### src/rtl/pipelined_bk_adder.sv
// Pipelined adder: group-ripple carries inside each group, Brent-Kung prefix tree across groups.
// Optional macro BK_ADDER_SUB_EN turns sub=1 into a - b (b inverted, carry-in forced to 1).
module pipelined_bk_adder #(
  parameter int WIDTH     = 32,
  parameter int GROUPSIZE = 4,
  parameter int STAGES    = 3
) (
  input  logic             clk,
  input  logic             rst_n,
  input  logic             in_valid,
  output logic             in_ready,
  input  logic [WIDTH-1:0] a,
  input  logic [WIDTH-1:0] b,
  input  logic             c0,
  input  logic             sub,
  output logic             out_valid,
  input  logic             out_ready,
  output logic [WIDTH:0]   s,
  output logic             ovf
);

  localparam int NG     = WIDTH / GROUPSIZE;
  localparam int LOG_NG = $clog2(NG);
  // Payload between boundaries: {a, b', c', group generate, group propagate}.
  localparam int PW     = 2 * WIDTH + 1 + 2 * NG;

  // b' and c' are resolved up front, so the subtract request rides along inside the beat.
  logic [WIDTH-1:0] b_eff;
  logic             c_eff;
`ifdef BK_ADDER_SUB_EN
  assign b_eff = sub ? ~b : b;
  assign c_eff = sub | c0;
`else
  logic unused_sub;
  assign unused_sub = sub;
  assign b_eff      = b;
  assign c_eff      = c0;
`endif

  // ---------------- handshake: per-stage valid bits ----------------
  logic [STAGES-1:0] v_reg;
  logic [STAGES:0]   load_ext;
  logic [STAGES:0]   v_chain;

  assign v_chain = {v_reg, in_valid};

  // load_ext[k]: stage k may capture this cycle; load_ext[STAGES] is the downstream sink.
  always_comb begin
    load_ext         = '0;
    load_ext[STAGES] = out_ready;
    for (int k = STAGES - 1; k >= 0; k--) begin
      load_ext[k] = ~v_reg[k] | load_ext[k+1];
    end
  end

  assign in_ready  = rst_n & load_ext[0];
  assign out_valid = v_reg[STAGES-1];

  always_ff @(posedge clk or negedge rst_n) begin
    if (!rst_n) begin
      v_reg <= '0;
    end else begin
      for (int k = 0; k < STAGES; k++) begin
        if (load_ext[k]) v_reg[k] <= v_chain[k];
      end
    end
  end

  // ---------------- step 1: per-group generate/propagate by ripple ----------------
  logic [WIDTH-1:0] bit_g, bit_p;
  logic [NG-1:0]    grp_g, grp_p;

  assign bit_g = a & b_eff;
  assign bit_p = a ^ b_eff;

  always_comb begin
    grp_g = '0;
    grp_p = '0;
    for (int i = 0; i < NG; i++) begin
      grp_p[i] = 1'b1;
      for (int j = 0; j < GROUPSIZE; j++) begin
        grp_g[i] = bit_g[i*GROUPSIZE+j] | (bit_p[i*GROUPSIZE+j] & grp_g[i]);
        grp_p[i] = grp_p[i] & bit_p[i*GROUPSIZE+j];
      end
    end
  end

  logic [PW-1:0] f1_out, x1;
  assign f1_out = {a, b_eff, c_eff, grp_g, grp_p};

  if (STAGES == 3) begin : g_reg1
    logic [PW-1:0] r1_reg;
    always_ff @(posedge clk or negedge rst_n) begin
      if (!rst_n)                      r1_reg <= '0;
      else if (load_ext[0] && in_valid) r1_reg <= f1_out;
    end
    assign x1 = r1_reg;
  end else begin : g_comb1
    assign x1 = f1_out;
  end

  // ---------------- step 2: Brent-Kung up-sweep ----------------
  logic [NG-1:0] up_g, up_p;

  // In place: at level l node i reads node i-2^l, which this level never rewrites.
  always_comb begin
    up_g = x1[2*NG-1:NG];
    up_p = x1[NG-1:0];
    for (int l = 0; l < LOG_NG; l++) begin
      for (int i = 0; i < NG; i++) begin
        if (((i + 1) % (2 << l)) == 0) begin
          up_g[i] = up_g[i] | (up_p[i] & up_g[i-(1<<l)]);
          up_p[i] = up_p[i] & up_p[i-(1<<l)];
        end
      end
    end
  end

  logic [PW-1:0] f2_out, x2;
  assign f2_out = {x1[PW-1:2*NG], up_g, up_p};

  if (STAGES >= 2) begin : g_reg2
    localparam int K2 = STAGES - 2;
    logic [PW-1:0] r2_reg;
    always_ff @(posedge clk or negedge rst_n) begin
      if (!rst_n)                           r2_reg <= '0;
      else if (load_ext[K2] && v_chain[K2]) r2_reg <= f2_out;
    end
    assign x2 = r2_reg;
  end else begin : g_comb2
    assign x2 = f2_out;
  end

  // ---------------- step 3: down-sweep, group carries, sum ----------------
  logic [WIDTH-1:0] x2_a, x2_bp, x2_gb, x2_pb;
  logic             x2_cin;
  logic [NG-1:0]    pre_g, pre_p;
  logic [WIDTH:0]   sum_c;
  logic             grp_c, rc, ovf_c;

  assign x2_a   = x2[2*NG+1+WIDTH +: WIDTH];
  assign x2_bp  = x2[2*NG+1 +: WIDTH];
  assign x2_cin = x2[2*NG];
  assign x2_gb  = x2_a & x2_bp;
  assign x2_pb  = x2_a ^ x2_bp;

  always_comb begin
    pre_g = x2[2*NG-1:NG];
    pre_p = x2[NG-1:0];
    for (int l = LOG_NG - 1; l >= 0; l--) begin
      for (int i = 0; i < NG; i++) begin
        if (i >= (2 << l) && ((i + 1) % (2 << l)) == (1 << l)) begin
          pre_g[i] = pre_g[i] | (pre_p[i] & pre_g[i-(1<<l)]);
          pre_p[i] = pre_p[i] & pre_p[i-(1<<l)];
        end
      end
    end
    // Ripple only inside a group; the carry into the next group comes from the prefix tree.
    sum_c = '0;
    grp_c = x2_cin;
    rc    = 1'b0;
    for (int i = 0; i < NG; i++) begin
      rc = grp_c;
      for (int j = 0; j < GROUPSIZE; j++) begin
        sum_c[i*GROUPSIZE+j] = x2_pb[i*GROUPSIZE+j] ^ rc;
        rc = x2_gb[i*GROUPSIZE+j] | (x2_pb[i*GROUPSIZE+j] & rc);
      end
      grp_c = pre_g[i] | (pre_p[i] & x2_cin);
    end
    sum_c[WIDTH] = grp_c;
  end

  assign ovf_c = (x2_a[WIDTH-1] == x2_bp[WIDTH-1]) & (sum_c[WIDTH-1] != x2_a[WIDTH-1]);

  localparam int KO = STAGES - 1;
  logic [WIDTH:0] s_reg;
  logic           ovf_reg;

  always_ff @(posedge clk or negedge rst_n) begin
    if (!rst_n) begin
      s_reg   <= '0;
      ovf_reg <= 1'b0;
    end else if (load_ext[KO] && v_chain[KO]) begin
      s_reg   <= sum_c;
      ovf_reg <= ovf_c;
    end
  end

  assign s   = s_reg;
  assign ovf = ovf_reg;

endmodule

### config.mk
export PLATFORM = sky130hd
export DESIGN_NAME = pipelined_bk_adder
export DESIGN_NICKNAME = d
export VERILOG_FILES = /design/src/rtl/pipelined_bk_adder.sv
export SDC_FILE = /design/constraint.sdc
export NUM_CORES = 1
export LEC_CHECK = 0
export BUFFER_PORTS_ARGS = -buffer_cell sky130_fd_sc_hd__buf_2
export CELL_PAD_IN_SITES_DETAIL_PLACEMENT = 0
export CELL_PAD_IN_SITES_GLOBAL_PLACEMENT = 1
export CORE_MARGIN = 8
export CORE_UTILIZATION = 44
export DETAILED_ROUTE_END_ITERATION = 12
export PLACE_DENSITY_LB_ADDON = 0.2
export SYNTH_ARGS = -nofsm -noshare
export SYNTH_HDL_FRONTEND = slang
export SYNTH_SLANG_ARGS = --single-unit
### constraint.sdc
create_clock -name clk -period 2.62 [get_ports clk]
set_input_delay 0.524 -clock clk [delete_from_list [all_inputs] [get_ports clk]]
set_output_delay 0.524 -clock clk [all_outputs]
set_load 0.05 [all_outputs]
==> results.yml <==
synthesis:
  syn_area_um2: 8777
  yosysTopAreaCell: "dfrtp_1"
  syn_nets: 730
  ys_ff_latch: 199
  ys_warn_count: 0
  synth_area_per_cell_um2: 14.53
  synth_top_area_share_pct: 56.74
  synth_sequential_area_ratio_pct: 56.74
  synthDistinctLibCells: 29
  synthCells: 604
  synthTopCellsByArea: "dfrtp_1 (57%), mux2_2 (20%), fa_1 (5.5%), ha_1 (4.6%), nand2_1 (2.0%)"
clock_tree:
  cts_root_buf: "clkbuf_16"
  clk_latency_ns: 0.43
  cts_sinks: 199
  ctsLongestPathBuffers: 2
  clk_pin_slew_ns: 0.07
  cts_hold_buffers: 0
  numCtsBuffers: 17
  h-tree-depth: 4
  cts_tree: "yes"
floorplan:
  core_um2: 19530
  io_pins: 106
  die_w_um: 157.2
  start_util_pct: 44.95
  fp.dieH_um: 157.2
  rows: 51
  dieArea_um2: 24720
sta:
  rsz0062_at_grt: "true"
  fin_crit_sh_pct: 98.48
  fin_crit_ns: 2.580
  max_slew_margin_pct: 47.87
  hold_viol: 0
  setup_viol: 0
  drv_slew: 0
  fmax_mhz: 387.6
  worst_clock_skew_ns: 0.006996
  worst_pin_slew_ns: 0.7819
critical_path:
  required_ns: 2.94
  end_kind: "flip-flop"
  rr_endpoint: "s[31]$_DFFE_PN0P_"
  crit_path_end: "s[31]$_DFFE_PN0P_"
  reg2reg_setup_slack_ns: 0.04
  reg2reg_from: "g_reg2.r2_reg[16]$_DFFE_PN0P_"
  path_max_fanout: 2
  r2r_cells: 9
  crit_start: "g_reg2.r2_reg[16]$_DFFE_PN0P_"
  path_class: "reg -> reg"
  worst-endpoint-arrival_ns: 2.90
  critPathLaunchType: "flip-flop"
pwr:
  p_sw_uw: 3593
  ir_worst_vdd_mv: 0.4677
  leakage_uw: 0.004650
  seqPwrFrac_pct: 42.2
  p_clk_share_pct: 26.1
  switching_share_pct: 35.05
  p_per_area_nw_per_um2: 993.9
  intPower_uw: 6659
  power_frac_comb_pct: 31.7
final_layout:
  final_nets: 845
  multi_input_area_um2: 3660
  final_cells: 997
  seqCellArea_um2: 4980
  fin_area_um2: 10310
  area_growth_pct: 17.52
  drive_gt1_share_pct: 45.49
  fillCellCount: 1671
  antenna_cells: 0
grt:
  grt_first_pass_wirelength_um: 27790
  grt_max_degree: 138
  grt_antenna_before_repair: 1
  grtUsageTotal_pct: 14.41
  overflow: 0
  first_global_vias: 5458
place:
  gp_congestion: 0.7399
  placed_area_um2: 9671
  placedCellCount: 965
  dpl.hpwl_um: 11900
  port_buffers: 104
route:
  met1Wirelength_um: 7536
  top_layer_used: "met5"
  wl_met3_um: 735
  vias: 4999
  wl_per_cell_um: 16.75
  drc: 0
  via_per_inst: 5.014
  routed_wl_um: 16700
  drtIter0Drc: 130
  ant_nets: 0
  met2_wirelength_um: 8169
  drtPass1Iterations: 4
hold_path:
  hp-class: "in -> async"
status:
  status: "complete, no violations"
job:
  maxCapViolCount: 0
==> stage by stage <==
stage          utilization [%]  setup TNS [ns]  setup slack, ns  hold WS, ns  total power (uW)
2_1_floorplan                -               0          0.05250       0.2284              6716
3_3_place_gp             49.53        -0.03014         -0.01645       0.4568              7536
3_5_place_dp             49.53         -0.1058         -0.03578       0.4665              7675
4_1_cts                  52.69               0         0.001136       0.3226             10400
5_1_grt                  52.83         -0.1336         -0.05501       0.3242             10900
6_report                 52.83               0          0.03993       0.2369             10250
==> how the worst min path moves through the flow <==
stage	from	to	slack, ns	cells after the start
2_1_floorplan	rst_n	g_reg1.r1_reg[0]$_DFFE_PN0P_	0.23	0
3_3_place_gp	s[0]$_DFFE_PN0P_	s[0]$_DFFE_PN0P_	0.46	2
3_5_place_dp	s[0]$_DFFE_PN0P_	s[0]$_DFFE_PN0P_	0.47	2
4_1_cts	rst_n	g_reg2.r2_reg[3]$_DFFE_PN0P_	0.32	2
5_1_grt	a[26]	g_reg1.r1_reg[75]$_DFFE_PN0P_	0.32	2
6_report	rst_n	g_reg2.r2_reg[3]$_DFFE_PN0P_	0.24	2
==> layer usage <==
| layer | up-vias | track usage [%] |
|---|---|---|
| met4 | 2 | 4.896 |
| met2 | 78 | 23.28 |
| met1 | 2541 | 18.51 |
| met5 | - | 0 |
| li1 | 2356 | - |
| met3 | 22 | 3.757 |
==> area by class of cell <==
type / instances / area share, %
repair buffers: 119 / 6.987
flip-flops and latches: 199 / 48.28
clock buffers: 18 / 4.258
well taps: 265 / 3.214
clock inverters: 14 / 1.638
inverters: 4 / 0.1456
multi-input cells: 378 / 35.48
==> kinds of logic (layout without fill, tap and decap cells) <==
| group | Yosys count | after routing | share of synthesized area [%] |
|---|---|---|---|
| simple gates | 78 | 78 | 4.106 |
| mux | 162 | 162 | 21.13 |
| fa+ha+maj | 56 | 56 | 10.04 |
| buf+inv | 27 | 155 | 2.081 |
| compound gates | 66 | 66 | 4.319 |
| xor+xnor | 16 | 16 | 1.597 |
| flops | 199 | 199 | 56.74 |
==> synth_stat cells <==
library cell and n:
nor2_1 11, buf_1 1, buf_8 1, and2_1 1
nand3b_1 1, a211oi_1 8, dfrtp_1 199, nand2_1 46
xor2_1 8, clkbuf_1 2, mux2_4 8, ha_1 32
buf_4 6, buf_6 5, a21o_1 7, o21ai_0 34
o41ai_2 1, fa_1 24, mux2_2 154, nor2b_1 1
a21oi_1 16, nand4b_2 1, xnor2_1 8, nand2b_1 4
nand3b_2 1, nand2_2 3, inv_1 4, nand4_1 9
buf_2 8
==> cells in the final DEF, fill, tap and decap left out, types with 6 or more instances in the layout <==
cell type / Yosys / layout
xor2_1: 8 / 8
mux2_4: 8 / 8
buf_12: 0 / 6
xnor2_1: 8 / 8
fa_1: 24 / 11
mux2_2: 154 / 154
buf_2: 8 / 103
nor2_1: 11 / 10
dfrtp_1: 199 / 199
clkbuf_16: 0 / 17
a211oi_1: 8 / 8
fa_2: 0 / 13
ha_1: 32 / 32
a21o_1: 7 / 7
nand4_1: 9 / 9
nand2_1: 46 / 46
buf_4: 6 / 8
o21ai_0: 34 / 31
a21oi_1: 16 / 16
==> repair_timing <==
action / CTS / global route
resized for setup: 4 / 13
pin swaps: 0 / 7
setup endpoints to repair: 4 / 6
setup buffers: 0 / 0
==> critical path: stages, from the launching register on <==
cell and delay (ns):
dfrtp_1 0.39, a21o_1 0.22, a21o_1 0.21, a21o_1 0.21
fa_2 0.35, fa_2 0.35, fa_2 0.36, xor2_1 0.16
xnor2_1 0.16, o21ai_1 0.07
==> power by group through the flow <==
stage                     Combinational [uW]  Clock, uW  Sequential (uW)
after floorplan                         1510          0             5210
after detailed placement                3280          0             4390
after CTS                               3300       2760             4340
after global routing                    3560       2890             4440
final                                   3250       2680             4320
after global placement                  3180          0             4350
(Power assumes the default switching activity.)
